--- src/rtl/psx_host_port.sv ---
// PlayStation controller-port host: clocks one byte out on PSX_cmd (LSB first) while shifting PSX_dat in, then waits for ACK.
// Build option PSX_HOST_AUTO_DESELECT_EN: an ACK timeout ends the packet on its own instead of returning to S_READY.
module psx_host_port #(
    parameter int CLOCK_MHZ      = 12,
    parameter int HALF_PERIOD_US = 2,
    parameter int ACK_TIMEOUT_US = 100
) (
    input  logic       clk,
    input  logic       reset,
    output logic       PSX_clk,
    output logic       PSX_sel,
    output logic       PSX_cmd,
    input  logic       PSX_dat,
    input  logic       PSX_ack,
    input  logic       packet_start,
    input  logic       packet_end,
    input  logic [7:0] tx_data,
    input  logic       tx_valid,
    output logic       tx_ready,
    output logic [7:0] rx_data,
    output logic       rx_strobe,
    output logic       rx_acked,
    output logic       busy
);

    localparam int HALF    = CLOCK_MHZ * HALF_PERIOD_US;
    localparam int TIMEOUT = CLOCK_MHZ * ACK_TIMEOUT_US;
    localparam int CNT_MAX = (TIMEOUT > 2 * HALF) ? TIMEOUT : 2 * HALF;
    localparam int CW      = $clog2(CNT_MAX + 1);

    typedef enum logic [2:0] {
        S_IDLE, S_SELECT, S_READY, S_BIT_LOW, S_BIT_HIGH, S_ACK_WAIT, S_DESELECT
    } state_t;

    state_t        state, next_state;
    logic [CW-1:0] cnt;
    logic [2:0]    bit_idx;
    logic [7:0]    tx_shift, tx_shift_next;
    logic [7:0]    rx_shift;
    logic          ack_seen;
    logic          dat_s1, dat_s2, ack_s1, ack_s2;
    logic          half_done, hold_done, timeout_hit, acked_now, leave_ack;
    logic          sel_d, clk_d, cmd_d;

    assign half_done   = (cnt == CW'(HALF - 1));
    assign hold_done   = (cnt == CW'(2 * HALF - 1));
    assign timeout_hit = (cnt == CW'(TIMEOUT - 1));
    assign acked_now   = !ack_s2 || ack_seen;
    assign leave_ack   = (state == S_ACK_WAIT) && (next_state != S_ACK_WAIT);
    assign tx_ready    = (state == S_READY) && !packet_end;
    assign busy        = (state != S_IDLE);

    // Both device lines idle high (pull-ups), so the synchronizers reset high.
    always_ff @(posedge clk or negedge reset) begin
        if (!reset) begin
            dat_s1 <= 1'b1;
            dat_s2 <= 1'b1;
            ack_s1 <= 1'b1;
            ack_s2 <= 1'b1;
        end else begin
            dat_s1 <= PSX_dat;
            dat_s2 <= dat_s1;
            ack_s1 <= PSX_ack;
            ack_s2 <= ack_s1;
        end
    end

    always_ff @(posedge clk or negedge reset) begin
        if (!reset) begin
            state <= S_IDLE;
            cnt   <= '0;
        end else begin
            state <= next_state;
            if (next_state != state || state == S_IDLE || state == S_READY)
                cnt <= '0;
            else
                cnt <= cnt + CW'(1);
        end
    end

    always_comb begin
        next_state    = state;
        tx_shift_next = tx_shift;
        case (state)
            S_IDLE:     if (packet_start) next_state = S_SELECT;
            S_SELECT:   if (half_done) next_state = S_READY;
            S_READY: begin
                if (packet_end) begin
                    next_state = S_DESELECT;
                end else if (tx_valid) begin
                    next_state    = S_BIT_LOW;
                    tx_shift_next = tx_data;
                end
            end
            S_BIT_LOW:  if (half_done) next_state = S_BIT_HIGH;
            S_BIT_HIGH: begin
                if (half_done) begin
                    if (bit_idx == 3'd7) begin
                        next_state = S_ACK_WAIT;
                    end else begin
                        next_state    = S_BIT_LOW;
                        tx_shift_next = {1'b1, tx_shift[7:1]};
                    end
                end
            end
            S_ACK_WAIT: begin
                if (acked_now) begin
                    next_state = S_READY;
                end else if (timeout_hit) begin
`ifdef PSX_HOST_AUTO_DESELECT_EN
                    next_state = S_DESELECT;
`else
                    next_state = S_READY;
`endif
                end
            end
            S_DESELECT: if (hold_done) next_state = S_IDLE;
            default:    next_state = S_IDLE;
        endcase
    end

    // Pins are decoded from the next state and registered, so they switch on the same edge as the state.
    always_comb begin
        sel_d = (next_state == S_IDLE) || (next_state == S_DESELECT);
        clk_d = (next_state != S_BIT_LOW);
        cmd_d = 1'b1;
        if (next_state == S_BIT_LOW || next_state == S_BIT_HIGH)
            cmd_d = tx_shift_next[0];
    end

    always_ff @(posedge clk or negedge reset) begin
        if (!reset) begin
            PSX_sel <= 1'b1;
            PSX_clk <= 1'b1;
            PSX_cmd <= 1'b1;
        end else begin
            PSX_sel <= sel_d;
            PSX_clk <= clk_d;
            PSX_cmd <= cmd_d;
        end
    end

    always_ff @(posedge clk or negedge reset) begin
        if (!reset) begin
            tx_shift <= 8'hFF;
            rx_shift <= 8'hFF;
            bit_idx  <= 3'd0;
            ack_seen <= 1'b0;
        end else begin
            tx_shift <= tx_shift_next;
            if (state == S_READY && next_state == S_BIT_LOW) begin
                bit_idx  <= 3'd0;
                ack_seen <= 1'b0;
            end else if (state == S_BIT_HIGH && next_state == S_BIT_LOW) begin
                bit_idx <= bit_idx + 3'd1;
            end
            if (state == S_BIT_HIGH && cnt == '0)
                rx_shift <= {dat_s2, rx_shift[7:1]};
            // A device that acknowledges early, while the last bit is still high, still counts as acked.
            if (state == S_BIT_HIGH && bit_idx == 3'd7 && !ack_s2)
                ack_seen <= 1'b1;
        end
    end

    always_ff @(posedge clk or negedge reset) begin
        if (!reset) begin
            rx_strobe <= 1'b0;
            rx_acked  <= 1'b0;
            rx_data   <= 8'hFF;
        end else begin
            rx_strobe <= leave_ack;
            if (leave_ack) begin
                rx_data  <= rx_shift;
                rx_acked <= acked_now;
            end
        end
    end

endmodule

--- config.mk ---
export PLATFORM = sky130hd
export DESIGN_NAME = psx_host_port
export DESIGN_NICKNAME = d
export VERILOG_FILES = /design/src/rtl/psx_host_port.sv
export SDC_FILE = /design/constraint.sdc
export NUM_CORES = 1
export LEC_CHECK = 0
export ABC_CLOCK_PERIOD_IN_PS = 2800
export CAP_MARGIN = 20
export CORE_ASPECT_RATIO = 0.7
export CORE_MARGIN = 10
export CORE_UTILIZATION = 55
export DETAILED_ROUTE_END_ITERATION = 6
export GPL_TIMING_DRIVEN = 1
export HOLD_SLACK_MARGIN = 0.06
export MAX_ROUTING_LAYER = met4
export PLACE_DENSITY = 0.87
export SYNTH_ARGS = -nofsm -noshare
export SYNTH_HDL_FRONTEND = slang
export SYNTH_SLANG_ARGS = --single-unit
--- constraint.sdc ---
create_clock -name clk -period 2.8 [get_ports clk]
set_clock_uncertainty 0.05 [all_clocks]
set_input_delay 0.56 -clock clk [delete_from_list [all_inputs] [get_ports clk]]
set_output_delay 0.56 -clock clk [all_outputs]
set_load 0.01 [all_outputs]
== After elaboration in Yosys (flattened, before gate mapping) ==
Index checks and enable logic that the tools add are counted.

* Add/subtract/negate cells: 2
* $mul: 0
* Divide/modulo/power cells: 0
* Order comparisons: 0
* Eq/ne operators: 20
* Shift operators: 0
* Mux-type cells: 22
* Bitwise operators: 0
* Reduce and logical (&&, ||, !) cells: 22

{| class="wikitable"
|+ Operator list
! kind !! number
|-
| 2-to-1 mux 3 bit || 12
|-
| 2-to-1 mux 8 bit || 4
|-
| case mux 3 bit (7 select lines) || 1
|-
| == test 3 bit (second input constant) || 6
|-
| case mux 8 bit (2 select lines) || 1
|-
| adder 11 x 1 -> 11 bit (second input constant) || 1
|-
| == test 11 bit (second input constant) || 1
|-
| == test 11 x 5 -> 1 bit (second input constant) || 1
|-
| == test 11 x 6 -> 1 bit (second input constant) || 1
|-
| zero test 11 bit || 1
|-
| 2-to-1 mux 11 bit || 1
|-
| == test 3 x 2 -> 1 bit (second input constant) || 3
|-
| != test 2 bit (second input constant) || 4
|-
| logical AND 1 bit || 7
|-
| zero test 3 bit || 2
|-
| nonzero test 2 bit || 3
|-
| logical OR 1 bit || 5
|-
| AND reduction 5 bit || 1
|-
| adder 3 x 1 -> 3 bit (second input constant) || 1
|-
| == test 3 x 1 -> 1 bit (second input constant) || 1
|-
| 2-to-1 mux 1 bit || 3
|-
| != test 3 x 2 -> 1 bit (second input constant) || 1
|-
| != test 3 bit || 1
|-
| != test 3 bit (second input constant) || 1
|-
| 2 further kinds || 3
|}

* Bits in registers: 51
* Bits in latches: 0
* Memory bits (writable): 0
* ROM bits: 0
* Bits of input ports: 15
* Word-level logic and storage cells: 83
* Memories: 0

== Depth between registers and ports, before layout ==
* Word-level depth: 8
* Gate-level depth with buffers: 8
* Depth with buffers taken out: 7

== Least setup slack after synthesis ==
No wires, ideal clock.

* Kind: reg-to-reg
* From: register bit_idx[0]
* To: register PSX_cmd
* Arrival: 1855 ps
* Required time: 2667 ps
* Setup slack: 812 ps
* Stages on the path, launching flop included: 8
* Buffers on the path: 0
* Period minus slack after synthesis: 1988 ps
* Cell sequence: dfrtp_1 ha_1 ha_1 nor4b_1 nand4_1 and3_1 a221o_1 o21bai_1

* Elaborated cells on any way between the ends: 11
* Those cells by class: eq/ne (3); mux (7); reduce/logical (1)

{| class="wikitable"
|+ RTL lines
! what !! line !! source
|-
| start, declared || 37 || <nowiki>logic [2:0] bit_idx;</nowiki>
|-
| start signal, assigned || 155 || <nowiki>bit_idx <= bit_idx + 3'd1;</nowiki>
|-
| == test 3 bit || 98 || <nowiki>if (bit_idx == 3'd7) begin</nowiki>
|-
| 2-to-1 mux 8 bit || 98 ||
|-
| 2-to-1 mux 8 bit || 97 || <nowiki>if (half_done) begin</nowiki>
|-
| case mux 8 bit (2 select lines) || 84 || <nowiki>case (state)</nowiki>
|-
| via tx_shift_next[0] || 38 || <nowiki>logic [7:0] tx_shift, tx_shift_next;</nowiki>
|-
| 2-to-1 mux 1 bit || 127 || <nowiki>if (next_state == S_BIT_LOW || next_state == S_BIT_HIGH)</nowiki>
|-
| via cmd_d || 43 || <nowiki>logic sel_d, clk_d, cmd_d;</nowiki>
|-
| end signal, assigned || 139 || <nowiki>PSX_cmd <= cmd_d;</nowiki>
|-
| end, declared || 12 || <nowiki>output logic PSX_cmd,</nowiki>
|}

The timed path passes the listed nets, and every way through them passes these cells. The select of a mux whose other input is x is not followed.
A chain may end at the register's enable or synchronous reset.

== Final worst setup path ==
* From: register state[0]
* To: output port tx_ready

* Longest elaborated chain between the ends: 2

{| class="wikitable"
|+ Ends and longest elaborated chain
! what !! line !! source
|-
| start, declared || 35 || <nowiki>state_t state, next_state;</nowiki>
|-
| start signal, assigned || 73 || <nowiki>state <= next_state;</nowiki>
|-
| == test 3 x 2 -> 1 bit || 50 || <nowiki>assign tx_ready = (state == S_READY) && !packet_end;</nowiki>
|-
| logical AND 1 bit || 50 ||
|-
| end, declared || 19 || <nowiki>output logic tx_ready,</nowiki>
|}

No other way between the ends.

==> flow_metrics.tcl <==
set metrics [dict create \
    outcome "completed" \
    core_sq_um 4350 \
    drv_cap 0 \
    clock_latency_ps 310 \
    rr_worst_depth 5 \
    synthCells 220 \
    die_area_sq_um 7660 \
    switchingPower_mw 0.769 \
    drive_above_1_share 0.254 \
    num-nets-final 266 \
    synthesis.area_sq_um 2490 \
    grt_overflow 0 \
    wl_microns 5020 \
    tightest_slew_ps 907 \
    final.min_clock_period_ps 2660 \
    drc 0 \
    cts_resized 0 \
    rows 20 \
    fin_crit_sh 0.951 \
    post_dp_cell_area_sq_um 2810 \
    grt_pass1_vias 1852 \
    synthArstFlopShare 1.00 \
    power_frac_comb 0.276 \
    worstPathMaxFanout 24 \
    power_frac_clock 0.223 \
    avgSynthCellArea_sq_um 11.3 \
    viasPerCell 5.98 \
    cts.path.max_buffers 2 \
    io_buffer_count 29 \
    hpwl_microns 3660 \
    die_h_microns 76.3 \
    yosys.cell_count.top_type "dfstp_2" \
    cts_setup_buffers 0 \
    die_x_microns 100 \
    syn-num-nets 239 \
    antenna_found_initial 0 \
    clock-sinks 51 \
    max_freq_mhz 375 \
    final_area_sq_um 2920 \
    internal_power_mw 1.57 \
    cp-start-kind "register" \
    wl_per_cell_microns 16.6 \
    cts-root-buf "clkbuf_8" \
    r2r_slack_ps 250 \
    slew_headroom 0.395 \
    cts_tree "done" \
    firstDrtPassIters 5 \
    synthDominantCellAreaShare 0.327 \
    seq_power_share 0.501 \
    drt_iter0_markers 128 \
    total_power_mw 2.34 \
    path_clk_slew_ps 100 \
    gp_congestion 0.879 \
    vias 1811 \
    grt_max_degree 43 \
    critPathKind "reg -> out" \
    hold_viol 0 \
    cp.arrival_ps 2050 \
    worstPathRequired_ps 2190 \
    synth_edf_count 0 \
    fin_ws_ps 136 \
    endpoint_kind "output pin" \
    vdd_drop_max_uv 497 \
    setup_violations 0 \
    rsz0062_at_grt "no" \
    track_usage 0.141 \
    ys_seq_elements 51 \
    ys_top_cells_by_area "dfstp_2 (33%), dfrtp_1 (20%), mux2_2 (6.3%)" \
    p_per_area_nw_per_um2 801 \
    whs_ps 302 \
    yosysSeqAreaShare 0.528 \
    hold_buffers 0 \
    regToRegEndpoint "cnt[10]$_DFF_PN0_" \
    ctsHtreeMaxLevel 2 \
    swShare 0.328 \
    synth_area_leader_cell "dfstp_2" \
    synth_cell_type_count 44 \
    synth_warnings 0 \
    power.static_leakage_nw 1.22 \
    tns_ps 0 \
    ios 30 \
    fillers 339 \
    diodes 0 \
    hold_path.class "in -> async" \
    grt_pass1_wl_microns 8830 \
    slowest_delay_ps 690 \
    start_util 0.572 \
    crit_slowest_cell "dfrtp_1" \
    area_growth_syn_to_layout_pct 17.5 \
    slew_viol_final 0 \
    synth_commonest_cells "dfstp_2 (31), nand2_1 (24), dfrtp_1 (20)" \
    r2r-start "state[0]$_DFF_PN0_" \
    pre_cts_slack_ps 232 \
    numCtsBuffers 5 \
    ant_nets 0 \
    path_cells "nor4b_2, clkdlybuf4s50_1" \
    ys.flop_type "dfstp_2" \
]
cell families after synthesis:
logic type               synth area share
AND/OR/NAND/NOR                     0.178
buffers and inverters              0.0347
adder cells (fa/ha/maj)            0.0201
multiplexers                       0.0724
AO/OA/AOI/OAI                       0.134
flip-flops                          0.528
XOR/XNOR                           0.0317
layer usage:
layer  wire length, microns  vias to the layer above  track usage
li1                       -                      864            -
met1                   2320                      897        0.183
met2                   2370                       48        0.211
met3                    317                        2       0.0444
met4                     14                        0       0.0338
met5                      0                        -            -
cells in the final DEF, fill, tap and decap left out, types with 2 or more instances in the layout:
master           Yosys  layout
a21oi_1             14      14
a22oi_1              6       6
a31oi_1              3       3
and3_1               4       4
and4_1               3       3
buf_4                0       3
clkbuf_8             0       5
clkdlybuf4s50_1      0      28
dfrtp_1             20      20
dfstp_2             31      31
ha_1                 4       4
inv_1                8       8
mux2_1               2       2
mux2_2              14      14
nand2_1             24      24
nand2b_1             3       3
nand3_1              8       8
nand3b_1             3       3
nand4_1              9       9
nor2_1               2       2
nor3b_1              2       2
nor4_4               2       2
o2111ai_1            2       2
o211ai_1            11      11
o21ai_0              4       4
or3_1                3       3
xnor2_1              8       8
flip-flops by register name (all words and copies together) (netlist names), 3 cells and up:
signal	flops
rx_shift	8
tx_shift	8
state	3
rx_data	8
cnt	11
bit_idx	3
cell type report:
type | count | area (sq um) | share of cell area
Sequential cell | 51 | 1320 | 0.450
Multi-Input combinational cell | 149 | 1090 | 0.372
Timing Repair Buffer | 32 | 308 | 0.105
Clock buffer | 5 | 68.8 | 0.0235
Tap cell | 55 | 68.8 | 0.0235
Clock inverter | 3 | 46.3 | 0.0158
Inverter | 8 | 30.0 | 0.0103
critical path: cells and delay by family (launching register included):
kind,cells,cell delay [ps]
simple gates,1,440
buf+inv,1,610
flops,1,690
power by group through the flow:
stage / Clock (mW) / Sequential, mW / Combinational (mW)
6_report: 0.521 / 1.17 / 0.647
3_5_place_dp: 0 / 1.19 / 0.653
3_3_place_gp: 0 / 1.18 / 0.632
5_1_grt: 0.558 / 1.21 / 0.737
2_1_floorplan: 0 / 1.12 / 0.466
4_1_cts: 0.530 / 1.17 / 0.656
worst max-delay path by stage:
stage | startpoint | endpoint | slack [ps] | cells past startpoint
3_3_place_gp | packet_end | tx_ready | 290 | 3
3_5_place_dp | packet_end | cnt[2]$_DFF_PN0_ | 230 | 6
6_report | state[0]$_DFF_PN0_ | tx_ready | 140 | 2
2_1_floorplan | bit_idx[0]$_DFFE_PN0P_ | PSX_cmd$_DFF_PN1_ | 810 | 7
4_1_cts | state[0]$_DFF_PN0_ | tx_ready | 130 | 2
5_1_grt | state[0]$_DFF_PN0_ | tx_ready | 30 | 2
per-stage QoR:
step | utilization | std cells
detailed placement | 0.645 | 295
CTS | 0.672 | 303
global route | 0.672 | 303
global placement | 0.645 | 295
floorplan | - | 220
finish | 0.672 | 303
No activity file was read; power rests on OpenSTA's default activity.
